### src/rtl/bpfvm_ctrl_lat_if.sv
// Control and flag bundle between the BPF control FSM and the bpfvm datapath.
interface bpfvm_ctrl_lat_if;
    logic [15:0] opcode;
    logic        set;
    logic        eq;
    logic        gt;
    logic        ge;
    logic        A_is_zero;
    logic        X_is_zero;
    logic        imm_is_zero;

    logic [2:0]  A_sel;
    logic [2:0]  X_sel;
    logic [1:0]  PC_sel;
    logic        addr_sel;
    logic        regfile_sel;
    logic        B_sel;
    logic [3:0]  ALU_sel;
    logic [1:0]  transfer_sz;
    logic        A_en;
    logic        X_en;
    logic        PC_en;
    logic        PC_rst;
    logic        regfile_wr_en;
    logic        packet_mem_rd_en;
    logic        inst_mem_rd_en;

    modport master (
        input  opcode, set, eq, gt, ge, A_is_zero, X_is_zero, imm_is_zero,
        output A_sel, X_sel, PC_sel, addr_sel, regfile_sel, B_sel, ALU_sel,
               transfer_sz, A_en, X_en, PC_en, PC_rst, regfile_wr_en,
               packet_mem_rd_en, inst_mem_rd_en
    );

    modport slave (
        output opcode, set, eq, gt, ge, A_is_zero, X_is_zero, imm_is_zero,
        input  A_sel, X_sel, PC_sel, addr_sel, regfile_sel, B_sel, ALU_sel,
               transfer_sz, A_en, X_en, PC_en, PC_rst, regfile_wr_en,
               packet_mem_rd_en, inst_mem_rd_en
    );
endinterface

### src/rtl/bpfvm_ctrl_lat.sv
// BPF CPU control FSM with multi-cycle code/packet memory latency,
// a runtime instruction budget and a verdict held until acknowledged.
module bpfvm_ctrl_lat #(
    parameter int CODE_LAT = 1,
    parameter int PACK_LAT = 1,
    parameter int CNT_W    = 16
) (
    input  logic             clk,
    input  logic             rst,
    bpfvm_ctrl_lat_if.master dp,
    input  logic             mem_ready,
    input  logic [CNT_W-1:0] max_insns,
    input  logic             result_ack,
    output logic             accept,
    output logic             reject,
    output logic             timed_out,
    output logic [CNT_W-1:0] insn_count
);
    // Opcode fields and select encodings follow the bpf_defs.vh layout
    localparam logic [2:0] CLS_LD   = 3'd0;
    localparam logic [2:0] CLS_LDX  = 3'd1;
    localparam logic [2:0] CLS_ST   = 3'd2;
    localparam logic [2:0] CLS_STX  = 3'd3;
    localparam logic [2:0] CLS_ALU  = 3'd4;
    localparam logic [2:0] CLS_JMP  = 3'd5;
    localparam logic [2:0] CLS_RET  = 3'd6;
    localparam logic [2:0] CLS_MISC = 3'd7;

    localparam logic [2:0] MODE_IMM = 3'd0;
    localparam logic [2:0] MODE_ABS = 3'd1;
    localparam logic [2:0] MODE_IND = 3'd2;
    localparam logic [2:0] MODE_MEM = 3'd3;
    localparam logic [2:0] MODE_LEN = 3'd4;
    localparam logic [2:0] MODE_MSH = 3'd5;

    localparam logic [3:0] JMP_JA   = 4'd0;
    localparam logic [3:0] JMP_JEQ  = 4'd1;
    localparam logic [3:0] JMP_JGT  = 4'd2;
    localparam logic [3:0] JMP_JGE  = 4'd3;
    localparam logic [3:0] JMP_JSET = 4'd4;

    localparam logic [1:0] RET_IMM = 2'd0;
    localparam logic [1:0] RET_X   = 2'd1;
    localparam logic [1:0] RET_A   = 2'd2;

    localparam logic [2:0] A_SEL_IMM        = 3'd0;
    localparam logic [2:0] A_SEL_PACKET_MEM = 3'd1;
    localparam logic [2:0] A_SEL_MEM        = 3'd2;
    localparam logic [2:0] A_SEL_LEN        = 3'd3;
    localparam logic [2:0] A_SEL_ALU        = 3'd4;
    localparam logic [2:0] A_SEL_X          = 3'd5;

    localparam logic [2:0] X_SEL_IMM        = 3'd0;
    localparam logic [2:0] X_SEL_PACKET_MEM = 3'd1;
    localparam logic [2:0] X_SEL_MEM        = 3'd2;
    localparam logic [2:0] X_SEL_LEN        = 3'd3;
    localparam logic [2:0] X_SEL_MSH        = 3'd4;
    localparam logic [2:0] X_SEL_A          = 3'd5;

    localparam logic [1:0] PC_SEL_PLUS_1   = 2'd0;
    localparam logic [1:0] PC_SEL_PLUS_IMM = 2'd1;
    localparam logic [1:0] PC_SEL_PLUS_JT  = 2'd2;
    localparam logic [1:0] PC_SEL_PLUS_JF  = 2'd3;

    localparam logic PACK_ADDR_ABS = 1'b0;
    localparam logic PACK_ADDR_IND = 1'b1;
    localparam logic REGFILE_IN_A  = 1'b0;
    localparam logic REGFILE_IN_X  = 1'b1;

    localparam int MAX_LAT = (CODE_LAT > PACK_LAT) ? CODE_LAT : PACK_LAT;
    localparam int WAIT_W  = (MAX_LAT > 2) ? $clog2(MAX_LAT - 1) : 1;
    localparam logic [WAIT_W-1:0] CODE_WAIT = WAIT_W'((CODE_LAT > 1) ? CODE_LAT - 2 : 0);
    localparam logic [WAIT_W-1:0] PACK_WAIT = WAIT_W'((PACK_LAT > 1) ? PACK_LAT - 2 : 0);

    typedef enum logic [3:0] {
        RESET, FETCH, FETCH_WAIT, DECODE, PMEM_WAIT,
        WR_MEM_A, WR_MEM_X, MSH_MEM_X, WR_ALU_A, RESULT
    } state_t;

    state_t            state_q, state_d;
    state_t            dest_q, dest_d;
    logic [WAIT_W-1:0] wait_q, wait_d;
    logic [CNT_W-1:0]  budget_q, budget_d;
    logic [CNT_W-1:0]  count_d;
    logic              accept_d, reject_d, timed_out_d;

    logic [2:0] cls;
    logic [2:0] mode;
    logic [3:0] jmp_op;
    logic [1:0] rval;
    logic       pmem_go;
    state_t     pmem_dst;
    logic       illegal;
    logic       ret_zero;
    logic       jmp_taken;

    assign cls    = dp.opcode[2:0];
    assign mode   = dp.opcode[7:5];
    assign jmp_op = dp.opcode[7:4];
    assign rval   = dp.opcode[4:3];

    assign dp.B_sel       = dp.opcode[3];
    assign dp.ALU_sel     = dp.opcode[7:4];
    assign dp.transfer_sz = dp.opcode[4:3];

    always_ff @(posedge clk or negedge rst) begin
        if (!rst) begin
            state_q    <= RESET;
            dest_q     <= WR_MEM_A;
            wait_q     <= '0;
            budget_q   <= '0;
            insn_count <= '0;
            accept     <= 1'b0;
            reject     <= 1'b0;
            timed_out  <= 1'b0;
        end else begin
            state_q    <= state_d;
            dest_q     <= dest_d;
            wait_q     <= wait_d;
            budget_q   <= budget_d;
            insn_count <= count_d;
            accept     <= accept_d;
            reject     <= reject_d;
            timed_out  <= timed_out_d;
        end
    end

    always_comb begin
        state_d     = state_q;
        dest_d      = dest_q;
        wait_d      = wait_q;
        budget_d    = budget_q;
        count_d     = insn_count;
        accept_d    = accept;
        reject_d    = reject;
        timed_out_d = timed_out;

        pmem_go   = 1'b0;
        pmem_dst  = WR_MEM_A;
        illegal   = 1'b0;
        ret_zero  = 1'b1;
        jmp_taken = 1'b0;

        dp.A_sel            = A_SEL_IMM;
        dp.X_sel            = X_SEL_IMM;
        dp.PC_sel           = PC_SEL_PLUS_1;
        dp.addr_sel         = PACK_ADDR_ABS;
        dp.regfile_sel      = REGFILE_IN_A;
        dp.A_en             = 1'b0;
        dp.X_en             = 1'b0;
        dp.PC_en            = 1'b0;
        dp.PC_rst           = 1'b0;
        dp.regfile_wr_en    = 1'b0;
        dp.packet_mem_rd_en = 1'b0;
        dp.inst_mem_rd_en   = 1'b0;

        unique case (state_q)
            RESET: begin
                dp.PC_rst = 1'b1;
                if (mem_ready) begin
                    state_d  = FETCH;
                    budget_d = max_insns;
                    count_d  = '0;
                end
            end
            FETCH: begin
                dp.inst_mem_rd_en = 1'b1;
                dp.PC_en          = 1'b1;
                dp.PC_sel         = PC_SEL_PLUS_1;
                if (CODE_LAT == 1) begin
                    state_d = DECODE;
                end else begin
                    state_d = FETCH_WAIT;
                    wait_d  = CODE_WAIT;
                end
            end
            FETCH_WAIT: begin
                if (wait_q == '0) state_d = DECODE;
                else              wait_d  = wait_q - 1'b1;
            end
            DECODE: begin
                count_d = (&insn_count) ? insn_count : insn_count + 1'b1;
                state_d = FETCH;
                unique case (cls)
                    CLS_LD, CLS_LDX: begin
                        unique case (mode)
                            MODE_IMM, MODE_MEM, MODE_LEN: begin
                                if (cls == CLS_LD) begin
                                    dp.A_en  = 1'b1;
                                    dp.A_sel = (mode == MODE_IMM) ? A_SEL_IMM :
                                               (mode == MODE_MEM) ? A_SEL_MEM : A_SEL_LEN;
                                end else begin
                                    dp.X_en  = 1'b1;
                                    dp.X_sel = (mode == MODE_IMM) ? X_SEL_IMM :
                                               (mode == MODE_MEM) ? X_SEL_MEM : X_SEL_LEN;
                                end
                            end
                            MODE_ABS, MODE_IND: begin
                                pmem_go  = 1'b1;
                                pmem_dst = (cls == CLS_LD) ? WR_MEM_A : WR_MEM_X;
                            end
                            MODE_MSH: begin
                                if (cls == CLS_LDX) begin
                                    pmem_go  = 1'b1;
                                    pmem_dst = MSH_MEM_X;
                                end else begin
                                    illegal = 1'b1;
                                end
                            end
                            default: illegal = 1'b1;
                        endcase
                    end
                    CLS_ST, CLS_STX: begin
                        dp.regfile_wr_en = 1'b1;
                        dp.regfile_sel   = (cls == CLS_STX) ? REGFILE_IN_X : REGFILE_IN_A;
                    end
                    CLS_ALU: state_d = WR_ALU_A;
                    CLS_JMP: begin
                        dp.PC_en = 1'b1;
                        unique case (jmp_op)
                            JMP_JEQ:  jmp_taken = dp.eq;
                            JMP_JGT:  jmp_taken = dp.gt;
                            JMP_JGE:  jmp_taken = dp.ge;
                            JMP_JSET: jmp_taken = dp.set;
                            default:  jmp_taken = 1'b0;
                        endcase
                        if (jmp_op == JMP_JA) dp.PC_sel = PC_SEL_PLUS_IMM;
                        else if (jmp_taken)   dp.PC_sel = PC_SEL_PLUS_JT;
                        else                  dp.PC_sel = PC_SEL_PLUS_JF;
                    end
                    CLS_RET: begin
                        state_d = RESULT;
                        unique case (rval)
                            RET_IMM: ret_zero = dp.imm_is_zero;
                            RET_X:   ret_zero = dp.X_is_zero;
                            RET_A:   ret_zero = dp.A_is_zero;
                            default: ret_zero = 1'b1;
                        endcase
                        if (ret_zero) reject_d = 1'b1;
                        else          accept_d = 1'b1;
                    end
                    CLS_MISC: begin
                        if (dp.opcode[7:3] == 5'd0) begin
                            dp.X_en  = 1'b1;
                            dp.X_sel = X_SEL_A;
                        end else begin
                            dp.A_en  = 1'b1;
                            dp.A_sel = A_SEL_X;
                        end
                    end
                    default: illegal = 1'b1;
                endcase

                if (pmem_go) begin
                    dp.packet_mem_rd_en = 1'b1;
                    dp.addr_sel = (mode == MODE_IND) ? PACK_ADDR_IND : PACK_ADDR_ABS;
                    if (PACK_LAT == 1) begin
                        state_d = pmem_dst;
                    end else begin
                        state_d = PMEM_WAIT;
                        dest_d  = pmem_dst;
                        wait_d  = PACK_WAIT;
                    end
                end

                if (illegal) begin
                    state_d  = RESULT;
                    reject_d = 1'b1;
                end

                // Budget exhaustion overrides the next state but not this cycle's enables
                if (budget_q != '0 && count_d == budget_q && cls != CLS_RET) begin
                    state_d     = RESULT;
                    accept_d    = 1'b0;
                    reject_d    = 1'b1;
                    timed_out_d = 1'b1;
                end
            end
            PMEM_WAIT: begin
                if (wait_q == '0) state_d = dest_q;
                else              wait_d  = wait_q - 1'b1;
            end
            WR_MEM_A: begin
                dp.A_en  = 1'b1;
                dp.A_sel = A_SEL_PACKET_MEM;
                state_d  = FETCH;
            end
            WR_MEM_X: begin
                dp.X_en  = 1'b1;
                dp.X_sel = X_SEL_PACKET_MEM;
                state_d  = FETCH;
            end
            MSH_MEM_X: begin
                dp.X_en  = 1'b1;
                dp.X_sel = X_SEL_MSH;
                state_d  = FETCH;
            end
            WR_ALU_A: begin
                dp.A_en  = 1'b1;
                dp.A_sel = A_SEL_ALU;
                state_d  = FETCH;
            end
            RESULT: begin
                if (result_ack) begin
                    accept_d    = 1'b0;
                    reject_d    = 1'b0;
                    timed_out_d = 1'b0;
                    state_d     = RESET;
                end
            end
            default: state_d = RESET;
        endcase
    end
endmodule
### src/flat_wrapper.sv
// flat-port wrapper written by rule: the top's interface ports become plain ports
module bpfvm_ctrl_lat_flat 
#(
    parameter int CODE_LAT = 1,
    parameter int PACK_LAT = 1,
    parameter int CNT_W    = 16
)
  (clk, rst, mem_ready, max_insns, result_ack, accept, reject, timed_out, insn_count, dp_opcode, dp_set, dp_eq, dp_gt, dp_ge, dp_A_is_zero, dp_X_is_zero, dp_imm_is_zero, dp_A_sel, dp_X_sel, dp_PC_sel, dp_addr_sel, dp_regfile_sel, dp_B_sel, dp_ALU_sel, dp_transfer_sz, dp_A_en, dp_X_en, dp_PC_en, dp_PC_rst, dp_regfile_wr_en, dp_packet_mem_rd_en, dp_inst_mem_rd_en);
  bpfvm_ctrl_lat_if dp_i ();
  input  logic clk;
  input  logic rst;
  input  logic mem_ready;
  input  logic [CNT_W-1:0] max_insns;
  input  logic result_ack;
  output logic accept;
  output logic reject;
  output logic timed_out;
  output logic [CNT_W-1:0] insn_count;
  input wire logic [$bits(dp_i.opcode)-1:0] dp_opcode;
  input wire logic [$bits(dp_i.set)-1:0] dp_set;
  input wire logic [$bits(dp_i.eq)-1:0] dp_eq;
  input wire logic [$bits(dp_i.gt)-1:0] dp_gt;
  input wire logic [$bits(dp_i.ge)-1:0] dp_ge;
  input wire logic [$bits(dp_i.A_is_zero)-1:0] dp_A_is_zero;
  input wire logic [$bits(dp_i.X_is_zero)-1:0] dp_X_is_zero;
  input wire logic [$bits(dp_i.imm_is_zero)-1:0] dp_imm_is_zero;
  output wire logic [$bits(dp_i.A_sel)-1:0] dp_A_sel;
  output wire logic [$bits(dp_i.X_sel)-1:0] dp_X_sel;
  output wire logic [$bits(dp_i.PC_sel)-1:0] dp_PC_sel;
  output wire logic [$bits(dp_i.addr_sel)-1:0] dp_addr_sel;
  output wire logic [$bits(dp_i.regfile_sel)-1:0] dp_regfile_sel;
  output wire logic [$bits(dp_i.B_sel)-1:0] dp_B_sel;
  output wire logic [$bits(dp_i.ALU_sel)-1:0] dp_ALU_sel;
  output wire logic [$bits(dp_i.transfer_sz)-1:0] dp_transfer_sz;
  output wire logic [$bits(dp_i.A_en)-1:0] dp_A_en;
  output wire logic [$bits(dp_i.X_en)-1:0] dp_X_en;
  output wire logic [$bits(dp_i.PC_en)-1:0] dp_PC_en;
  output wire logic [$bits(dp_i.PC_rst)-1:0] dp_PC_rst;
  output wire logic [$bits(dp_i.regfile_wr_en)-1:0] dp_regfile_wr_en;
  output wire logic [$bits(dp_i.packet_mem_rd_en)-1:0] dp_packet_mem_rd_en;
  output wire logic [$bits(dp_i.inst_mem_rd_en)-1:0] dp_inst_mem_rd_en;
  assign dp_i.opcode = dp_opcode;
  assign dp_i.set = dp_set;
  assign dp_i.eq = dp_eq;
  assign dp_i.gt = dp_gt;
  assign dp_i.ge = dp_ge;
  assign dp_i.A_is_zero = dp_A_is_zero;
  assign dp_i.X_is_zero = dp_X_is_zero;
  assign dp_i.imm_is_zero = dp_imm_is_zero;
  assign dp_A_sel = dp_i.A_sel;
  assign dp_X_sel = dp_i.X_sel;
  assign dp_PC_sel = dp_i.PC_sel;
  assign dp_addr_sel = dp_i.addr_sel;
  assign dp_regfile_sel = dp_i.regfile_sel;
  assign dp_B_sel = dp_i.B_sel;
  assign dp_ALU_sel = dp_i.ALU_sel;
  assign dp_transfer_sz = dp_i.transfer_sz;
  assign dp_A_en = dp_i.A_en;
  assign dp_X_en = dp_i.X_en;
  assign dp_PC_en = dp_i.PC_en;
  assign dp_PC_rst = dp_i.PC_rst;
  assign dp_regfile_wr_en = dp_i.regfile_wr_en;
  assign dp_packet_mem_rd_en = dp_i.packet_mem_rd_en;
  assign dp_inst_mem_rd_en = dp_i.inst_mem_rd_en;
  bpfvm_ctrl_lat #(.CODE_LAT(CODE_LAT), .PACK_LAT(PACK_LAT), .CNT_W(CNT_W)) u_core (.clk(clk), .rst(rst), .dp(dp_i), .mem_ready(mem_ready), .max_insns(max_insns), .result_ack(result_ack), .accept(accept), .reject(reject), .timed_out(timed_out), .insn_count(insn_count));
endmodule
### config.mk
export PLATFORM = sky130hd
export DESIGN_NAME = bpfvm_ctrl_lat_flat
export DESIGN_NICKNAME = d
export VERILOG_FILES = /design/src/rtl/bpfvm_ctrl_lat_if.sv /design/src/rtl/bpfvm_ctrl_lat.sv /design/src/flat_wrapper.sv
export SDC_FILE = /design/constraint.sdc
export NUM_CORES = 1
export LEC_CHECK = 0
export CAP_MARGIN = 20
export CORE_MARGIN = 8
export CORE_UTILIZATION = 35
export DETAILED_ROUTE_END_ITERATION = 8
export GPL_TIMING_DRIVEN = 0
export REMOVE_ABC_BUFFERS = 1
export SLEW_MARGIN = 10
export SYNTH_ARGS = -nofsm -noshare
export SYNTH_HDL_FRONTEND = slang
export SYNTH_SLANG_ARGS = --single-unit
### constraint.sdc
create_clock -name clk -period 2.53 [get_ports clk]
set_clock_uncertainty 0.05 [all_clocks]
set_input_delay 0.6325 -clock clk [delete_from_list [all_inputs] [get_ports clk]]
set_output_delay 0.6325 -clock clk [all_outputs]
set_load 0.01 [all_outputs]
# Word-level counts from Yosys, hierarchy flattened

Cells that the tools add are included.

Register bits after elaboration: 40
Input bits: 43
Output and inout bits: 43
Logic and storage cells: 157

Add/sub/neg operators: 2
Equality and inequality tests: 38
Mux-type cells: 83
Reductions and logical operators: 27

Operators by type and width:

| operator              | number |
|---|---|
| $mux 1                | 41 |
| $mux 16               | 2 |
| $mux 4                | 8 |
| $pmux 16 s2           | 1 |
| $pmux 4 s7            | 1 |
| $mux 3                | 7 |
| $eq 4x3->1 const B    | 5 |
| $pmux 1 s2            | 10 |
| $eq 3x3->1 const B    | 6 |
| $pmux 3 s3            | 2 |
| $add 16x1->16 const B | 1 |
| $eq 16x16->1          | 1 |
| $eq 4x2->1 const B    | 4 |
| $pmux 4 s2            | 2 |
| $reduce_and 16->1     | 1 |
| $reduce_bool 16->1    | 1 |
| $eq 3x2->1 const B    | 4 |
| $pmux 3 s2            | 2 |
| $reduce_and 4->1      | 3 |
| $reduce_or 2->1       | 6 |
| $mux 2                | 5 |
| $eq 4x1->1 const B    | 2 |
| $eq 4x4->1 const B    | 2 |
| $logic_not 4->1       | 2 |
| other kinds (21)      | 31 |

# Longest topological paths before layout

Gate-level depths: netlist (run 1).

Word-level depth: 9
Gate-level depth with buffers: 9
Gate-level depth less buffers: 8

# Least setup slack after synthesis (run 1)

No wires, ideal clock.

Path kind: reg-to-reg
Start point: register u_core.insn_count[0]
End point: register u_core.reject
Setup time: 0.067 ns
Data arrival time: 2.489 ns
Setup slack: -0.076 ns
Stages on the path, launching flop included: 10
Buffers on the path: 1
Period minus slack after synthesis: 2.606 ns
Path through: dfrtp_1 > ha_1 > and3_1 > buf_6 > o211ai_4 > or4_1 > a31oi_1 > nand4_1 > nor4_4 > o221a_1

Cells in the longest elaborated chain, start to end: 7
Elaborated cells on any way between the ends: 11
Classes of those cells: 1 x add/sub; 3 x eq/ne; 3 x mux; 4 x reduce/logical

RTL lines:

| what                                                            | RTL line              | RTL |
|---|---|---|
| from (decl)                                                     | bpfvm_ctrl_lat.sv:17  | `output logic [CNT_W-1:0] insn_count` |
| from (signal assigned)                                          | bpfvm_ctrl_lat.sv:121 | `insn_count <= count_d;` |
| $add 16x1->16 / $reduce_and 16->1 (equally long branches)       | bpfvm_ctrl_lat.sv:182 | `count_d = (&insn_count) ? insn_count : insn_count + 1'b1;` |
| $mux 16 (*)                                                     | bpfvm_ctrl_lat.sv:182 |  |
| $eq 16x16->1 (*)                                                | bpfvm_ctrl_lat.sv:272 | `if (budget_q != '0 && count_d == budget_q && cls != CLS_RET) begin` |
| $logic_and 1x1->1 (*) (2 in a row)                              | bpfvm_ctrl_lat.sv:272 |  |
| $ne 4x2->1 (no line) / $mux 1 (equally long branches)           | --                    |  |
| $reduce_and 4->1 (no line) / $pmux 1 s2 (equally long branches) | --                    |  |
| to (signal assigned)                                            | bpfvm_ctrl_lat.sv:123 | `reject <= reject_d;` |
| to (decl)                                                       | bpfvm_ctrl_lat.sv:15  | `output logic reject,` |

Every way passes the cells marked *; elsewhere a longest branch is shown, timed or not.
A chain may end at the register's enable or synchronous reset.

# Worst setup path after layout (run 1)

Start point: register u_core.insn_count[0]
End point: register u_core.state_q[0]

Cells in the longest elaborated chain, start to end: 7
Elaborated cells on any way between the ends: 8
Classes of those cells: 1 x add/sub; 1 x eq/ne; 3 x mux; 3 x reduce/logical

RTL lines:

| what                                                      | RTL line              | RTL |
|---|---|---|
| $add 16x1->16 / $reduce_and 16->1 (equally long branches) | bpfvm_ctrl_lat.sv:182 |  |
| $mux 16 (*)                                               | bpfvm_ctrl_lat.sv:182 |  |
| $eq 16x16->1 (*)                                          | bpfvm_ctrl_lat.sv:272 |  |
| $logic_and 1x1->1 (*) (2 in a row)                        | bpfvm_ctrl_lat.sv:272 |  |
| $mux 4 (*)                                                | bpfvm_ctrl_lat.sv:272 |  |
| $pmux 4 s7 (*)                                            | bpfvm_ctrl_lat.sv:157 | `unique case (state_q)` |
| to (signal assigned)                                      | bpfvm_ctrl_lat.sv:117 | `state_q <= state_d;` |
| to (decl)                                                 | bpfvm_ctrl_lat.sv:80  | `state_t state_q, state_d;` |

Marked as above.

==> results of run 1 <==
-- registers in the layout, summed over array words and instances (netlist names) --
register,flops
u_core.timed_out,1
u_core.accept,1
u_core.budget_q,16
u_core.state_q,4
u_core.insn_count,16
u_core.reject,1
-- what timing repair did --
item | in CTS | in global routing
pin swaps | 10 | 3
buffers inserted | 23 | 8
endpoints found under the setup margin | 36 | 17
endpoints found under the hold margin | 0 | 0
resized for setup | 109 | 28
-- layer usage --
| layer | vias up | global-route usage [%] | wire length [um] | share of wire, % |
|---|---|---|---|---|
| met5 | - | 0 | 0 | 0 |
| met4 | 0 | 5.055 | 217 | 2.2 |
| met3 | 23 | 4.551 | 794 | 7.9 |
| met2 | 142 | 25.79 | 4532 | 45 |
| met1 | 1456 | 21.76 | 4510 | 45 |
| li1 | 1540 | - | - | - |
-- per-stage QoR --
step	TNS (ps)	instances
floorplan	-8083	342
global placement	-63190	524
detailed placement	-20390	526
CTS	0	557
global route	-216.9	565
finish	0	565
-- cell type report --
class	count	area, um2
clock inverter	1	7.507
clock buffer	7	96.34
inverter	8	30.03
tap	105	131.4
timing repair buffer	110	989.7
multi-input combinational	295	1972
fill	770	3951
sequential	39	997.2
-- power by group through the flow --
stage | Sequential, uW | Combinational (uW) | Clock [uW]
after floorplan | 1190 | 1080 | 0
after global placement | 1270 | 1770 | 0
after detailed placement | 1270 | 1800 | 0
after CTS | 1220 | 2150 | 503
after global routing | 1280 | 2520 | 526
final | 1230 | 2320 | 487
-- cells in the final DEF, fill, tap and decap left out, types with 4 or more instances in the layout --
cell             count
dfrtp_2             17
nand2_1             68
a21oi_1             18
o22ai_1              4
dfrtp_1             22
nor2_1              22
nand4_1             10
a311oi_1             4
xor2_1               4
xnor2_1             14
buf_4               31
nand2b_1             5
nor3_1               5
nor2b_1              5
inv_1                8
a31oi_1             10
o21ai_0             19
nor4_1               8
buf_2                8
nor2_4               4
clkdlybuf4s50_1     52
clkbuf_8             7
dlygate4sd2_1       10
nand3_1             10
-- path summary, 6_finish.rpt --
kind                                        endpoint  slack [ps]  cells after the start
worst max-delay path               u_core.state_q[0]          60                      9
worst min-delay path             u_core.budget_q[11]         230                      1
worst max register to register     u_core.state_q[0]          60                      9
worst min register to register      u_core.timed_out         450                      1
max in group asynchronous       u_core.insn_count[5]        1710                      2
min in group clk                    u_core.timed_out         450                      1
-- worst max-delay path, stage by stage, from the launching register on --
cell      delay (ps)
dfrtp_2          400
ha_4             170
and3_4           260
o211ai_4         100
or4_1            480
a31oi_1          230
nand4_1          180
nor4_4           180
buf_6            170
o221a_1          180
-- kinds of logic (layout without fill, tap and decap cells) --
| group | Yosys count | in the layout | synth area share [%] |
|---|---|---|---|
| flops | 39 | 39 | 33.21 |
| buf+inv | 40 | 126 | 6.854 |
| fa+ha+maj | 1 | 1 | 0.4256 |
| mux | 4 | 4 | 1.405 |
| simple gates | 179 | 179 | 31.16 |
| xor+xnor | 19 | 19 | 5.662 |
| compound gates | 92 | 92 | 21.29 |
==> impl_metrics.env, run 1 <==
export IMPL_post_route_min_period_ps=2471
export IMPL_totalWireLength_mm=10.05
export IMPL_cp_end_kind="flop"
export IMPL_crit_path_start="u_core.insn_count[0]"
export IMPL_relSlewSlack_pct=61.55
export IMPL_intPower_uw=2246
export IMPL_cts_sinks=39
export IMPL_max_freq_ghz=0.4047
export IMPL_track_usage_pct=16.58
export IMPL_final_util_pct=51.67
export IMPL_yosys_top_cells_count="nand2_1 (70), dfrtp_1 (39), nor2_1 (29), o21ai_0 (20), a21oi_1 (18)"
export IMPL_cts_root_buf="clkbuf_8"
export IMPL_clockBufferDepth=2
export IMPL_start_util_pct=35.95
export IMPL_period_share_pct=97.67
export IMPL_hpwl_mm=7.130
export IMPL_syn_to_final_growth_pct=43.72
export IMPL_layout_setup_ws_ps=59.01
export IMPL_comb_power_share_pct=57.4
export IMPL_row_count=33
export IMPL_clockPowerShare_pct=12.1
export IMPL_hold_buffers=0
export IMPL_status="complete, no violations"
export IMPL_maxCapViolCount=0
export IMPL_nets=503
export IMPL_finalPower_uw=4044
export IMPL_leakage_uw=0.001753
export IMPL_dieArea_mm2=0.01159
export IMPL_netlist_instances=374
export IMPL_hold_path_class="input port to asynchronous set/reset pin"
export IMPL_yosysWarnings=0
export IMPL_path_class="flop to flop"
export IMPL_cp_arrival_ps=2660
export IMPL_start_kind="flop"
export IMPL_synth_seq_cells=39
export IMPL_setup_viol=0
export IMPL_fp_dieH_um=107.6
export IMPL_synthFlopType="dfrtp_1"
export IMPL_coreArea_mm2=0.008175
export IMPL_synth_edf_count=0
export IMPL_io_pins=86
export IMPL_gp_congestion=0.8955
export IMPL_worst_slew_pin_slew_ps=574.6
export IMPL_yosysSeqAreaShare_pct=33.21
export IMPL_wire_per_inst_um=17.79
export IMPL_post_route_drc_count=0
export IMPL_num_antenna_cells=0
export IMPL_ant_nets=0
export IMPL_cp_max_fo=7
export IMPL_dp_slack_ps=-998.8
export IMPL_grt_max_degree=27
export IMPL_ir_worst_vdd_mv=0.5137
export IMPL_rsz0062_at_grt="yes"
export IMPL_cp_data_required_time_ps=2720
export IMPL_netlist_area_mm2=0.002939
export IMPL_yosysTopAreaCellShare_pct=33.21
export IMPL_syn_avg_cell_area_um2=7.858
export IMPL_power_density_mw_per_mm2=957.3
export IMPL_synth_cell_types=60
export IMPL_numCtsBuffers=5
export IMPL_switchingPower_uw=1797
export IMPL_overflow=0
export IMPL_grt_pass1_vias=3013
export IMPL_synth_area_leaders="dfrtp_1 (33%), nand2_1 (8.9%), xnor2_1 (4.5%)"
export IMPL_drive_gt1_share_pct=23.91
export IMPL_placed_area_mm2=0.003705
export IMPL_grt_first_pass_wirelength_mm=15.66
export IMPL_antenna_found_initial=0
export IMPL_clk_pin_slew_ps=80
export IMPL_worstSkewPairLatency_ps=300
export IMPL_synthArstFlopShare_pct=100.0
export IMPL_cts_tree="done"
export IMPL_cts_max_level=2
export IMPL_port_buffers=77
export IMPL_maxSlewViolCount=0
export IMPL_switching_share_pct=44.45
export IMPL_rr_startpoint="u_core.insn_count[0]"
export IMPL_synth_most_common_cell="nand2_1"
export IMPL_synth_area_leader_cell="dfrtp_1"
export IMPL_power_frac_seq_pct=30.5
export IMPL_vias=3161
export IMPL_fin_area_mm2=0.004224
export IMPL_hold_viol=0
export IMPL_drt_iter0_drc=161
export IMPL_die_w_um=107.6
export IMPL_dr_pass1_iters=5
export IMPL_whs_ps=226.8
export IMPL_vias_per_cell=5.595
Note: power is estimated with default switching activity, not from simulation.
==> run 2: changes to the inputs <==
TNS_END_PERCENT = 100   (was not set)
==> results of run 2 <==
Same layout as run 1: the final DEF is identical, and so are final timing and power.
